[src/rtl/hamming74_pkg.sv]
`default_nettype none
// +----------------------------------------------------------------------------+
// | Package     : hamming74_pkg                                                |
// | Description : Hamming(7,4) widths, decode result type and the encode /     |
// |               decode functions shared by the transmitter and receiver.     |
// |               Codeword bit i holds Hamming position i+1:                   |
// |               {d3,d2,d1,p4,d0,p2,p1}.                                      |
// | Revision    : 1.0  initial release                                         |
// +----------------------------------------------------------------------------+
package hamming74_pkg;

    localparam int CW_W   = 7;
    localparam int DATA_W = 4;
    localparam int SYN_W  = 3;

    typedef struct packed {
        logic [DATA_W-1:0] data;
        logic              corrected;
    } dec_t;

    function automatic logic [CW_W-1:0] hamming74_encode(input logic [DATA_W-1:0] d);
        logic p1;
        logic p2;
        logic p4;
        p1 = d[0] ^ d[1] ^ d[3];
        p2 = d[0] ^ d[2] ^ d[3];
        p4 = d[1] ^ d[2] ^ d[3];
        return {d[3], d[2], d[1], p4, d[0], p2, p1};
    endfunction

    // A nonzero syndrome names the 1-based position to flip. Double-bit
    // errors produce a nonzero syndrome too and are "corrected" wrongly.
    function automatic dec_t hamming74_decode(input logic [CW_W-1:0] cw);
        logic [SYN_W-1:0] syn;
        logic [CW_W-1:0]  fixed;
        dec_t             res;
        syn[0] = cw[0] ^ cw[2] ^ cw[4] ^ cw[6];
        syn[1] = cw[1] ^ cw[2] ^ cw[5] ^ cw[6];
        syn[2] = cw[3] ^ cw[4] ^ cw[5] ^ cw[6];
        fixed  = cw;
        if (syn != '0) begin
            fixed[syn - 1'b1] = ~cw[syn - 1'b1];
        end
        res.data      = {fixed[6], fixed[5], fixed[4], fixed[2]};
        res.corrected = (syn != '0);
        return res;
    endfunction

endpackage
`default_nettype wire

[src/rtl/hamming74_receiver_if.sv]
`default_nettype none
// +----------------------------------------------------------------------------+
// | Interface   : hamming74_receiver_if                                        |
// | Description : Codeword input link, decoded-nibble valid/ready output and   |
// |               error-counter monitor signals of the Hamming(7,4) receiver.  |
// |   rx/rx_valid/busy        : codeword link (busy = no credit left)          |
// |   data_out/corrected/out_valid/out_ready : decoded output handshake        |
// |   clr_count/err_count     : corrected-word counter clear and value         |
// |   master = link driver and consumer, slave = receiver                      |
// | Revision    : 1.0  initial release                                         |
// +----------------------------------------------------------------------------+
interface hamming74_receiver_if #(
    parameter int CNT_W = 8
);
    import hamming74_pkg::*;

    logic [CW_W-1:0]   rx;
    logic              rx_valid;
    logic              busy;
    logic [DATA_W-1:0] data_out;
    logic              corrected;
    logic              out_valid;
    logic              out_ready;
    logic              clr_count;
    logic [CNT_W-1:0]  err_count;

    modport master (
        output rx, rx_valid, out_ready, clr_count,
        input  busy, data_out, corrected, out_valid, err_count
    );

    modport slave (
        input  rx, rx_valid, out_ready, clr_count,
        output busy, data_out, corrected, out_valid, err_count
    );

endinterface
`default_nettype wire

[src/rtl/hamming74_receiver_sync_fifo.sv]
`default_nettype none
// +----------------------------------------------------------------------------+
// | Module      : hamming74_receiver_sync_fifo                                 |
// | Description : Single-clock FIFO, DEPTH a power of two.                     |
// |   clk, rst_n : clock, asynchronous active-low reset                        |
// |   push/wdata : write; accepted when not full or when popping too           |
// |   pop        : read; ignored while empty                                   |
// |   rdata      : head entry, forced to 0 while empty                         |
// |   count      : number of stored entries                                    |
// | Revision    : 1.0  initial release                                         |
// +----------------------------------------------------------------------------+
module hamming74_receiver_sync_fifo #(
    parameter int WIDTH = 5,
    parameter int DEPTH = 4
) (
    input  logic                     clk,
    input  logic                     rst_n,
    input  logic                     push,
    input  logic [WIDTH-1:0]         wdata,
    input  logic                     pop,
    output logic [WIDTH-1:0]         rdata,
    output logic [$clog2(DEPTH):0]   count
);
    localparam int AW = $clog2(DEPTH);

    logic [AW-1:0]    wr_ptr_q, wr_ptr_d;
    logic [AW-1:0]    rd_ptr_q, rd_ptr_d;
    logic [AW:0]      count_q,  count_d;
    logic [WIDTH-1:0] mem_q [DEPTH];
    logic             w_push;
    logic             w_pop;

    assign w_pop  = pop && (count_q != '0);
    // Writing into a full FIFO is legal when the head leaves in the same cycle.
    assign w_push = push && ((count_q != (AW+1)'(DEPTH)) || w_pop);

    // Pointers wrap naturally because DEPTH is a power of two.
    always_comb begin
        wr_ptr_d = wr_ptr_q + AW'(w_push);
        rd_ptr_d = rd_ptr_q + AW'(w_pop);
        count_d  = count_q + (AW+1)'(w_push) - (AW+1)'(w_pop);
    end

    always_ff @(posedge clk or negedge rst_n) begin
        if (!rst_n) begin
            wr_ptr_q <= '0;
            rd_ptr_q <= '0;
            count_q  <= '0;
        end else begin
            wr_ptr_q <= wr_ptr_d;
            rd_ptr_q <= rd_ptr_d;
            count_q  <= count_d;
        end
    end

    always_ff @(posedge clk) begin
        if (w_push) begin
            mem_q[wr_ptr_q] <= wdata;
        end
    end

    assign rdata = (count_q != '0) ? mem_q[rd_ptr_q] : '0;
    assign count = count_q;

endmodule
`default_nettype wire

[src/rtl/hamming74_receiver.sv]
`default_nettype none
// +----------------------------------------------------------------------------+
// | Module      : hamming74_receiver                                           |
// | Description : Hamming(7,4) receiver: capture stage, decode/correct stage,  |
// |               output FIFO with credit-based busy, saturating counter of    |
// |               corrected words.                                             |
// |   clk, rst_n : clock, asynchronous active-low reset                        |
// |   bus        : hamming74_receiver_if.slave (link, output, counter)         |
// | Revision    : 1.0  initial release                                         |
// +----------------------------------------------------------------------------+
module hamming74_receiver
    import hamming74_pkg::*;
#(
    parameter int DEPTH = 4,
    parameter int CNT_W = 8
) (
    input  logic                  clk,
    input  logic                  rst_n,
    hamming74_receiver_if.slave   bus
);
    localparam int FC_W = $clog2(DEPTH) + 1;

    logic              s1_v_q,    s1_v_d;
    logic [CW_W-1:0]   s1_cw_q,   s1_cw_d;
    logic              s2_v_q,    s2_v_d;
    logic [DATA_W-1:0] s2_data_q, s2_data_d;
    logic              s2_corr_q, s2_corr_d;
    logic              busy_q,    busy_d;
    logic [CNT_W-1:0]  err_count_q, err_count_d;

    dec_t              w_dec;
    logic              w_accept;
    logic              w_pop;
    logic              w_out_valid;
    logic [DATA_W:0]   w_head;
    logic [FC_W-1:0]   w_fifo_count;
    logic [FC_W-1:0]   w_fifo_count_nxt;
    logic [FC_W:0]     w_credit_used_nxt;

    assign w_accept    = bus.rx_valid && !busy_q;
    assign w_out_valid = (w_fifo_count != '0);
    assign w_pop       = w_out_valid && bus.out_ready;
    assign w_dec       = hamming74_decode(s1_cw_q);

    always_comb begin
        s1_v_d    = w_accept;
        s1_cw_d   = w_accept ? bus.rx : s1_cw_q;
        s2_v_d    = s1_v_q;
        s2_data_d = s1_v_q ? w_dec.data : s2_data_q;
        s2_corr_d = s1_v_q ? w_dec.corrected : s2_corr_q;

        // busy is the registered image of "credits in use >= DEPTH" evaluated
        // on the state that will exist after this edge, so out_ready only
        // reaches busy through a flop and the window can never overfill.
        w_fifo_count_nxt  = w_fifo_count + FC_W'(s2_v_q) - FC_W'(w_pop);
        w_credit_used_nxt = {1'b0, w_fifo_count_nxt} + (FC_W+1)'(s1_v_d)
                          + (FC_W+1)'(s2_v_d);
        busy_d            = (w_credit_used_nxt >= (FC_W+1)'(DEPTH));

        // Clear takes priority; a coincident increment is dropped.
        err_count_d = err_count_q;
        if (bus.clr_count) begin
            err_count_d = '0;
        end else if (s2_v_q && s2_corr_q && (err_count_q != '1)) begin
            err_count_d = err_count_q + 1'b1;
        end
    end

    always_ff @(posedge clk or negedge rst_n) begin
        if (!rst_n) begin
            s1_v_q      <= 1'b0;
            s1_cw_q     <= '0;
            s2_v_q      <= 1'b0;
            s2_data_q   <= '0;
            s2_corr_q   <= 1'b0;
            busy_q      <= 1'b0;
            err_count_q <= '0;
        end else begin
            s1_v_q      <= s1_v_d;
            s1_cw_q     <= s1_cw_d;
            s2_v_q      <= s2_v_d;
            s2_data_q   <= s2_data_d;
            s2_corr_q   <= s2_corr_d;
            busy_q      <= busy_d;
            err_count_q <= err_count_d;
        end
    end

    hamming74_receiver_sync_fifo #(
        .WIDTH (DATA_W + 1),
        .DEPTH (DEPTH)
    ) u_fifo (
        .clk   (clk),
        .rst_n (rst_n),
        .push  (s2_v_q),
        .wdata ({s2_data_q, s2_corr_q}),
        .pop   (w_pop),
        .rdata (w_head),
        .count (w_fifo_count)
    );

    assign bus.busy      = busy_q;
    assign bus.out_valid = w_out_valid;
    assign bus.data_out  = w_head[DATA_W:1];
    assign bus.corrected = w_head[0];
    assign bus.err_count = err_count_q;

endmodule
`default_nettype wire
[src/flat_wrapper.sv]
// flat-port wrapper written by rule: the top's interface ports become plain ports
module hamming74_receiver_flat import hamming74_pkg::*;
#(
    parameter int DEPTH = 4,
    parameter int CNT_W = 8
)
  (clk, rst_n, bus_rx, bus_rx_valid, bus_out_ready, bus_clr_count, bus_busy, bus_data_out, bus_corrected, bus_out_valid, bus_err_count);
  hamming74_receiver_if #(.CNT_W(CNT_W)) bus_i ();
  input  logic clk;
  input  logic rst_n;
  input wire logic [$bits(bus_i.rx)-1:0] bus_rx;
  input wire logic [$bits(bus_i.rx_valid)-1:0] bus_rx_valid;
  input wire logic [$bits(bus_i.out_ready)-1:0] bus_out_ready;
  input wire logic [$bits(bus_i.clr_count)-1:0] bus_clr_count;
  output wire logic [$bits(bus_i.busy)-1:0] bus_busy;
  output wire logic [$bits(bus_i.data_out)-1:0] bus_data_out;
  output wire logic [$bits(bus_i.corrected)-1:0] bus_corrected;
  output wire logic [$bits(bus_i.out_valid)-1:0] bus_out_valid;
  output wire logic [$bits(bus_i.err_count)-1:0] bus_err_count;
  assign bus_i.rx = bus_rx;
  assign bus_i.rx_valid = bus_rx_valid;
  assign bus_i.out_ready = bus_out_ready;
  assign bus_i.clr_count = bus_clr_count;
  assign bus_busy = bus_i.busy;
  assign bus_data_out = bus_i.data_out;
  assign bus_corrected = bus_i.corrected;
  assign bus_out_valid = bus_i.out_valid;
  assign bus_err_count = bus_i.err_count;
  hamming74_receiver #(.DEPTH(DEPTH), .CNT_W(CNT_W)) u_core (.clk(clk), .rst_n(rst_n), .bus(bus_i));
endmodule
[config.mk]
export PLATFORM = sky130hd
export DESIGN_NAME = hamming74_receiver_flat
export DESIGN_NICKNAME = d
export VERILOG_FILES = /design/src/rtl/hamming74_pkg.sv /design/src/rtl/hamming74_receiver_if.sv /design/src/rtl/hamming74_receiver_sync_fifo.sv /design/src/rtl/hamming74_receiver.sv /design/src/flat_wrapper.sv
export SDC_FILE = /design/constraint.sdc
export NUM_CORES = 1
export LEC_CHECK = 0
export ABC_AREA = 1
export CAP_MARGIN = 20
export CORE_MARGIN = 2
export CORE_UTILIZATION = 60
export CTS_CLUSTER_DIAMETER = 120
export DETAILED_ROUTE_END_ITERATION = 16
export PLACE_DENSITY = 0.84
export RECOVER_POWER = 25
export SETUP_SLACK_MARGIN = 0.05
export SLEW_MARGIN = 5
export SYNTH_ARGS = -nofsm -noshare
export SYNTH_HDL_FRONTEND = slang
export SYNTH_SLANG_ARGS = --single-unit
[constraint.sdc]
create_clock -name clk -period 6.9 [get_ports clk]
set_clock_uncertainty 0.1 [all_clocks]
set_input_delay 1.38 -clock clk [delete_from_list [all_inputs] [get_ports clk]]
set_output_delay 1.38 -clock clk [all_outputs]
set_load 0.05 [all_outputs]
==> out/summary.md, run 1 <==
Summing all placed instances gives a cell area of 0.00286 mm2. The clock latency of the later-clocked register in the worst-skew pair was 310 ps; the overall die height was 69.0 um. The transition time of the tightest slew-check pin is 1640 ps. The synthesized area came out at 0.00254 mm2. Setup violations remaining at the end of the flow were counted as 0. On the critical path, the stage with the largest delay is an instance of sky130_fd_sc_hd__clkdlybuf4s50_1. The detailed router finished its first iteration with 152 violations. Residual DRC count: 0. Sorting the synthesized cells by area gives the leading types as sky130_fd_sc_hd__dfrtp_1 30%, sky130_fd_sc_hd__edfxtp_1 24%, sky130_fd_sc_hd__nand2_1 11%.

The all-layer global routing usage came out at 20.9%. The biggest area contributor in the post-synthesis netlist is sky130_fd_sc_hd__dfrtp_1. The count of flip-flops with a built-in enable after synthesis works out to 20.

The filler cells instantiated in the layout total 294. Counting distinct cell types in the post-synthesis netlist gives 26. The total negative setup slack was 0 ps; the clock period minus worst slack was 3780 ps.

Along the worst hold path, the cell count comes to 0. The final critical path takes up 54.7% of the cycle. The checks that failed: capacitance limit, slew limit. Net count of the mapped netlist: 302. The critical path required time is 5420 ps, and the worst slew margin relative to its limit is -9.24%. In the final layout, flip-flops and latches occupy 0.00135 mm2.

Once layout is done, the placed cells without fillers occupy 0.00297 mm2. The count of nets left with antenna violations once routing finished came out at 0. The share of cells above drive strength 1 was 5.81%. The peak clock frequency supported by timing came out at 265 MHz.

The maximum number of pins on one net before global-route repair was 31; the boundary pin count was 27. The run gives 0 as the hold violation count in the final report. In this run, post-CTS hold repair placed 0 buffers. The average cell area after synthesis is 9.16 um2, and the total number of vias is 1829.

The initial utilization of the core area, before any placement, comes to 63.0%. The tools report the via count of the first global-routing pass as 1788. After clock tree synthesis, the clock-pin slew on the worst setup and hold paths is 90 ps. 0 antenna diodes ended up in the layout. The type of origin of the critical path is a flip-flop.

The critical setup path kind is reg2out. The die boundary width is 69.0 um, and the buffers plus inverters on the worst setup path is 1. The core region is 0.00403 mm2.

Dividing the detail-routed via count by the number of cells gives 5.08. The run finished, with violations left. Setup repair after global routing left no endpoint under its margin.

The worst register-to-register path has a setup slack of 4130 ps. Of all nets on the critical path, the largest fanout is 7. The total die area is 0.00476 mm2, and the number of max-cap violations is 1.

Broken down by cell family, the worst path's largest delay share belongs to simple AND/OR/NAND/NOR gates. Sequential elements use 53.3% of the synthesized area. The logs give 3380 um for the placed wire-length estimate and 5 for the total CTS buffers. For the number of sinks handled by clock tree synthesis, the log shows 50. Walking the worst path, the cells encountered are or2_2, nor2_1, a21oi_1, clkdlybuf4s50_1. The number of buffers inserted by port buffering is 26. The global placement routability congestion is 0.847, and the final-report max-slew violation count is 31. The number of cells on the worst reg-to-reg path is 11. The H-tree generated during clock tree synthesis spans 2 levels. Summing all multi-input logic gate instances after layout gives 0.00105 mm2. The buffer type at the clock tree root is sky130_fd_sc_hd__clkbuf_8. The post-synthesis register bit count is 50, and the stage delay of the slowest cell on the critical path is 720 ps.

The overall overflow remaining after global route is 0, and the proportion of netlist area held by the largest area contributor is 29.6%. The first global-routing pass estimated 7960 um of wire. Area added between synthesis and finish: 16.9%. The share of synthesized registers carrying an async set or reset was 60.0%. In this run the post-CTS setup repair buffer count came out at 0. TritonCTS built the clock tree. The length of the first detailed-routing pass in iterations was 4; the sum of routed wire length over all layers was 4450 um.

For this run, the leading register cell type out of synthesis is sky130_fd_sc_hd__dfrtp_1. Synthesis handed over a netlist of 277 instances. The number of gates on the worst path with buffers counted is 4. For the final cell count without fillers, the log shows 360. After the last flow step, the layout net total stands at 334. The row count is 23.

The number of antenna violations at the first check in global routing was 0; the count of warnings emitted by yosys was 0. In the synthesized netlist, the cells that appear most often are 71 x sky130_fd_sc_hd__nand2_1, 37 x sky130_fd_sc_hd__nor2_1, 32 x sky130_fd_sc_hd__inv_1. The per-cell routed wire length came out at 12.4 um.

The endpoint kind of the worst setup timing path is an output port. The clock passes through at most 2 buffers. The run gives 2300 ps as the worst endpoint data arrival time. sky130_fd_sc_hd__nand2_1 is the most common cell in the netlist. In this run, placement finished with an instance count of 352. Class of the tightest hold or removal check: reg2reg.

The number of cells upsized or downsized after cts was 0.
-- sequential cells by signal, indices dropped and copies added (netlist names) --
| signal | cells |
|---|---|
| u_core.u_fifo.mem_q | 20 |
| u_core.u_fifo.wr_ptr_q | 2 |
| u_core.s1_cw_q | 7 |
| u_core.s2_v_q | 1 |
| u_core.s1_v_q | 1 |
| u_core.u_fifo.count | 3 |
| u_core.s2_corr_q | 1 |
| u_core.s2_data_q | 4 |
| u_core.bus.err_count | 8 |
| u_core.u_fifo.rd_ptr_q | 2 |
| u_core.bus.busy | 1 |
-- layer usage --
layer	part of all wire [%]	vias up	global-route usage, %	routed length [um]
li1	-	952	-	-
met1	44	835	25.7	1970
met2	51	35	35.3	2260
met3	3.2	7	4.82	142
met4	1.8	0	8.93	79
met5	0	-	0	0
-- path summary, 6_finish.rpt --
kind                                        start                 endpoint
min in group asynchronous                   rst_n  u_core.bus.err_count[0]
setup / recovery           u_core.u_fifo.count[1]            bus_corrected
hold / removal                      u_core.s1_v_q            u_core.s2_v_q
max in group asynchronous                   rst_n      u_core.s2_data_q[1]
hold reg to reg                     u_core.s1_v_q            u_core.s2_v_q
setup reg to reg           u_core.u_fifo.count[1]          u_core.bus.busy
-- per-stage QoR --
| step | hold slack [ps] | worst slack, ps | utilization, % |
|---|---|---|---|
| after global placement | 313 | 3430 | 70.9 |
| final | 331 | 3120 | 73.6 |
| after floorplan | 287 | 3910 | - |
| after global routing | 351 | 2970 | 73.6 |
| after detailed placement | 307 | 3330 | 70.9 |
| after CTS | 331 | 3110 | 73.7 |
-- area by class of cell --
type | instances | area share [%]
clock inverter | 3 | 1.48
sequential | 50 | 45.6
clock buffer | 5 | 2.32
tap | 50 | 2.11
inverter | 33 | 4.18
timing repair buffer | 27 | 8.90
multi-input combinational | 192 | 35.4
-- cell usage in the layout, fill, tap and decap left out, types with 2 or more instances in the layout --
cell type / count
sky130_fd_sc_hd__o21ai_0: 12
sky130_fd_sc_hd__or2_2: 3
sky130_fd_sc_hd__clkdlybuf4s50_1: 25
sky130_fd_sc_hd__o21ai_1: 3
sky130_fd_sc_hd__nor2_1: 37
sky130_fd_sc_hd__clkbuf_8: 5
sky130_fd_sc_hd__edfxtp_1: 20
sky130_fd_sc_hd__xnor2_1: 8
sky130_fd_sc_hd__xor2_1: 6
sky130_fd_sc_hd__inv_1: 32
sky130_fd_sc_hd__nand2_1: 71
sky130_fd_sc_hd__dfrtp_1: 30
sky130_fd_sc_hd__fa_1: 2
sky130_fd_sc_hd__nand4_1: 2
sky130_fd_sc_hd__a21oi_1: 5
sky130_fd_sc_hd__nand3_1: 17
sky130_fd_sc_hd__ha_1: 11
sky130_fd_sc_hd__nor3_1: 6
sky130_fd_sc_hd__nor2_4: 2
-- cells by family (layout without fill, tap and decap cells) --
family                     count (synthesis)  count (layout)  share of synthesized area (%)
AOI/OAI and AO/OA                         23              23                           5.38
xor gates and xnor gates                  14              14                           4.83
adders and majority gates                 13              13                           7.01
buffers and inverters                     35              68                           5.28
DFF                                       50              50                           53.3
and+or+nand+nor                          142             142                           24.2
Power of run 1 is left out: the tool's default activity adds up to more than one toggle a clock period on the data nets, which glitch-free logic cannot reach.
==> run 2: changes to the inputs <==
Settings changed: CORE_UTILIZATION 60 to 56, PLACE_DENSITY 0.84 to 0.79.
Clock period 6.9 ns to 3.9 ns, I/O delays scaled along.
==> run 2 against run 1 <==
Compared with the run above: the run still ends with capacitance limit, slew limit left; sequential share of layout area up 0.31 points; die area rose by 6.7%; register-to-register slack got worse by 3000 ps; cell count rose by 0.56%; sequential cell count did not move; largest cell class unchanged; setup slack got worse by 2400 ps; routed wire length down 2.2%; via count shrank 0.93%; critical path type unchanged.
==> out/summary.md, run 2 (synthesis results as in run 1) <==
The run finished, with violations left. The final reports fail on capacitance limit, slew limit. Die boundary width: 71.3 um (+3.3%).

The via count of the first global-routing pass was 1814 (+1.5%). The buffers plus inverters on the worst setup path came out at 1 (unchanged). The post-CTS repair timing setup buffer count is 0 (unchanged).

The worst setup path is captured at an output port. The number of sinks handled by clock tree synthesis is 50 (unchanged). The area growth from synthesis to layout is 16.1%.

The logs give 0 (unchanged) for the residual DRC count and 7910 um (-0.52%) for the first-pass GRT wire length. The flip-flop count of the largest register, all copies and words added was 20 (unchanged). The slowest stage of the critical path belongs to the cell sky130_fd_sc_hd__clkdlybuf4s50_1.

The initial core utilization was 58.2% (-4.7 points); the clock period minus worst slack was 3130 ps. The stage delay of the slowest cell on the critical path works out to 720 ps (about the same). The final-layout fill cell count is 352 (+20%), and the instance count after placement with tap cells included is 354 (+0.57%).

For the sequential cell area, the log shows 0.00135 mm2 (unchanged). The post-CTS clock slew at the launch and capture registers of the worst setup and hold paths is 90 ps (about the same). The core region area is 0.00435 mm2 (+8.1%). The logs give 1812 (-0.93%) for the total number of vias and 106 (-30%) for the initial DRC count. The total negative setup slack is 0 ps (unchanged). In the layout the commonest cells are 71 x sky130_fd_sc_hd__nand2_1, 37 x sky130_fd_sc_hd__nor2_1, 32 x sky130_fd_sc_hd__inv_1. The cell sitting at the root of the clock tree is a sky130_fd_sc_hd__clkbuf_8. The run gives 0 (unchanged) as the hold buffer count at cts.

Final-report max-slew violation count: 31 (unchanged). The tools report the count of H-tree levels built during CTS as 2 (unchanged). Setup repair after global routing left no endpoint under its margin. The critical path required time came out at 3020 ps (-2400 ps). TritonCTS built the clock tree. The final period utilization is 80.3%. Leaving out fill and tap cells, the most frequent cell in the layout is sky130_fd_sc_hd__nand2_1. The count of antenna-violating nets left after detailed routing came out at 0 (unchanged).

The total die area came out at 0.00508 mm2 (+6.7%). The deepest clock path buffer count is 2 (unchanged). The critical setup path kind is reg2out.

The tools report the sum of routed wire length over all layers as 4360 um (-2.2%). Class of the tightest hold or removal check: reg2reg. The tools report the all-layer global routing usage as 19.8% (-1.1 points).

The tools report the maximum number of pins on one net before global-route repair as 31 (unchanged). The number of cells upsized or downsized after cts is 0 (unchanged), and the row count is 24 (+4.3%). The tools report the setup-violating endpoint count in the final report as 0 (unchanged). The met3 wire length was 151 um (+6.3%); the hold violation count in the final report was 0 (unchanged). The highest routed metal layer was met4. The run gives 5 (unchanged) as the total CTS buffers. The per-cell routed wire length came out at 12.0 um (-2.7%). Peak fanout along the critical path: 7 (unchanged). The overall overflow remaining after global route was 0 (unchanged). The share of cells above drive strength 1 works out to 5.81% (unchanged). Type of origin of the critical path: a flip-flop. The logs give 2180 um (-3.3%) for the met2 wire length and 0 (unchanged) for the final antenna diode count. The worst slew margin relative to its limit came out at -6.80% (+2.4 points). The length of the first detailed-routing pass in iterations is 4 (unchanged).

The routed length on met1 is 1950 um (-1.3%), and the number of max-cap violations is 1 (unchanged). Mean number of vias per cell: 5.01 (-1.5%). Top cell family by delay on the critical path: buffers and inverters. The boundary pin count is 27 (unchanged). The run gives 0.00105 mm2 (unchanged) as the multi-input gate area in the final layout. Walking the worst path, the cells encountered are or2_2, nor2_1, a21oi_1, clkdlybuf4s50_1.

The final cell count without fillers was 362 (+0.56%). The run gives 0.879 (+3.8%) as the global placement routability congestion. The final layout net count came out at 334 (unchanged). The clock latency of the later-clocked register in the worst-skew pair is 300 ps (about the same).

For the worst endpoint data arrival time, the log shows 2250 ps (-50 ps). The number of antenna violations at the first check in global routing is 0 (unchanged). The transition time of the tightest slew-check pin came out at 1600 ps (-36.6 ps). The number of buffers inserted by port buffering works out to 26 (unchanged). For the peak clock frequency supported by timing, the log shows 319 MHz.

The register with the most flip-flops in the final layout is u_core.u_fifo.mem_q. Overall die height: 71.3 um (+3.3%). The run gives 3310 um (-2.0%) as the placed wire-length estimate.
==> run 2: metrics by stage <==
step,worst slack [ps],hold slack (ps),cell area [um2],utilization [%]
5_1_grt,623,350,2950,67.6
3_5_place_dp,926,316,2860,65.7
2_1_floorplan,1470,287,2540,-
3_3_place_gp,1030,317,2860,65.7
4_1_cts,737,331,2950,67.7
6_report,769,327,2950,67.6
==> run 2: path summary, 6_finish.rpt <==
path / from / to / slack [ps] / depth (start not counted)
min in group asynchronous: rst_n / u_core.bus.err_count[6] / 1310 / 2
max: u_core.u_fifo.count[1] / bus_data_out[0] / 770 / 4
max in group asynchronous: rst_n / u_core.bus.err_count[4] / 1450 / 2
min reg2reg: u_core.s1_v_q / u_core.s2_v_q / 330 / 0
max reg2reg: u_core.u_fifo.count[1] / u_core.bus.busy / 1170 / 11
min: u_core.s1_v_q / u_core.s2_v_q / 330 / 0
==> run 2: per-layer routing <==
metal | GRT usage [%] | vias up
li1 | - | 950
met1 | 24.4 | 821
met2 | 34.6 | 34
met3 | 4.78 | 7
met4 | 6.29 | 0
met5 | 0 | -
==> run 2: area by class of cell <==
class | count | share of cell area, %
sequential | 50 | 45.9
multi-input combinational | 192 | 35.7
timing repair buffer | 27 | 8.96
inverter | 33 | 4.21
clock buffer | 5 | 2.34
tap | 52 | 2.21
clock inverter | 3 | 0.722
Power of run 2 is left out for the same reason.
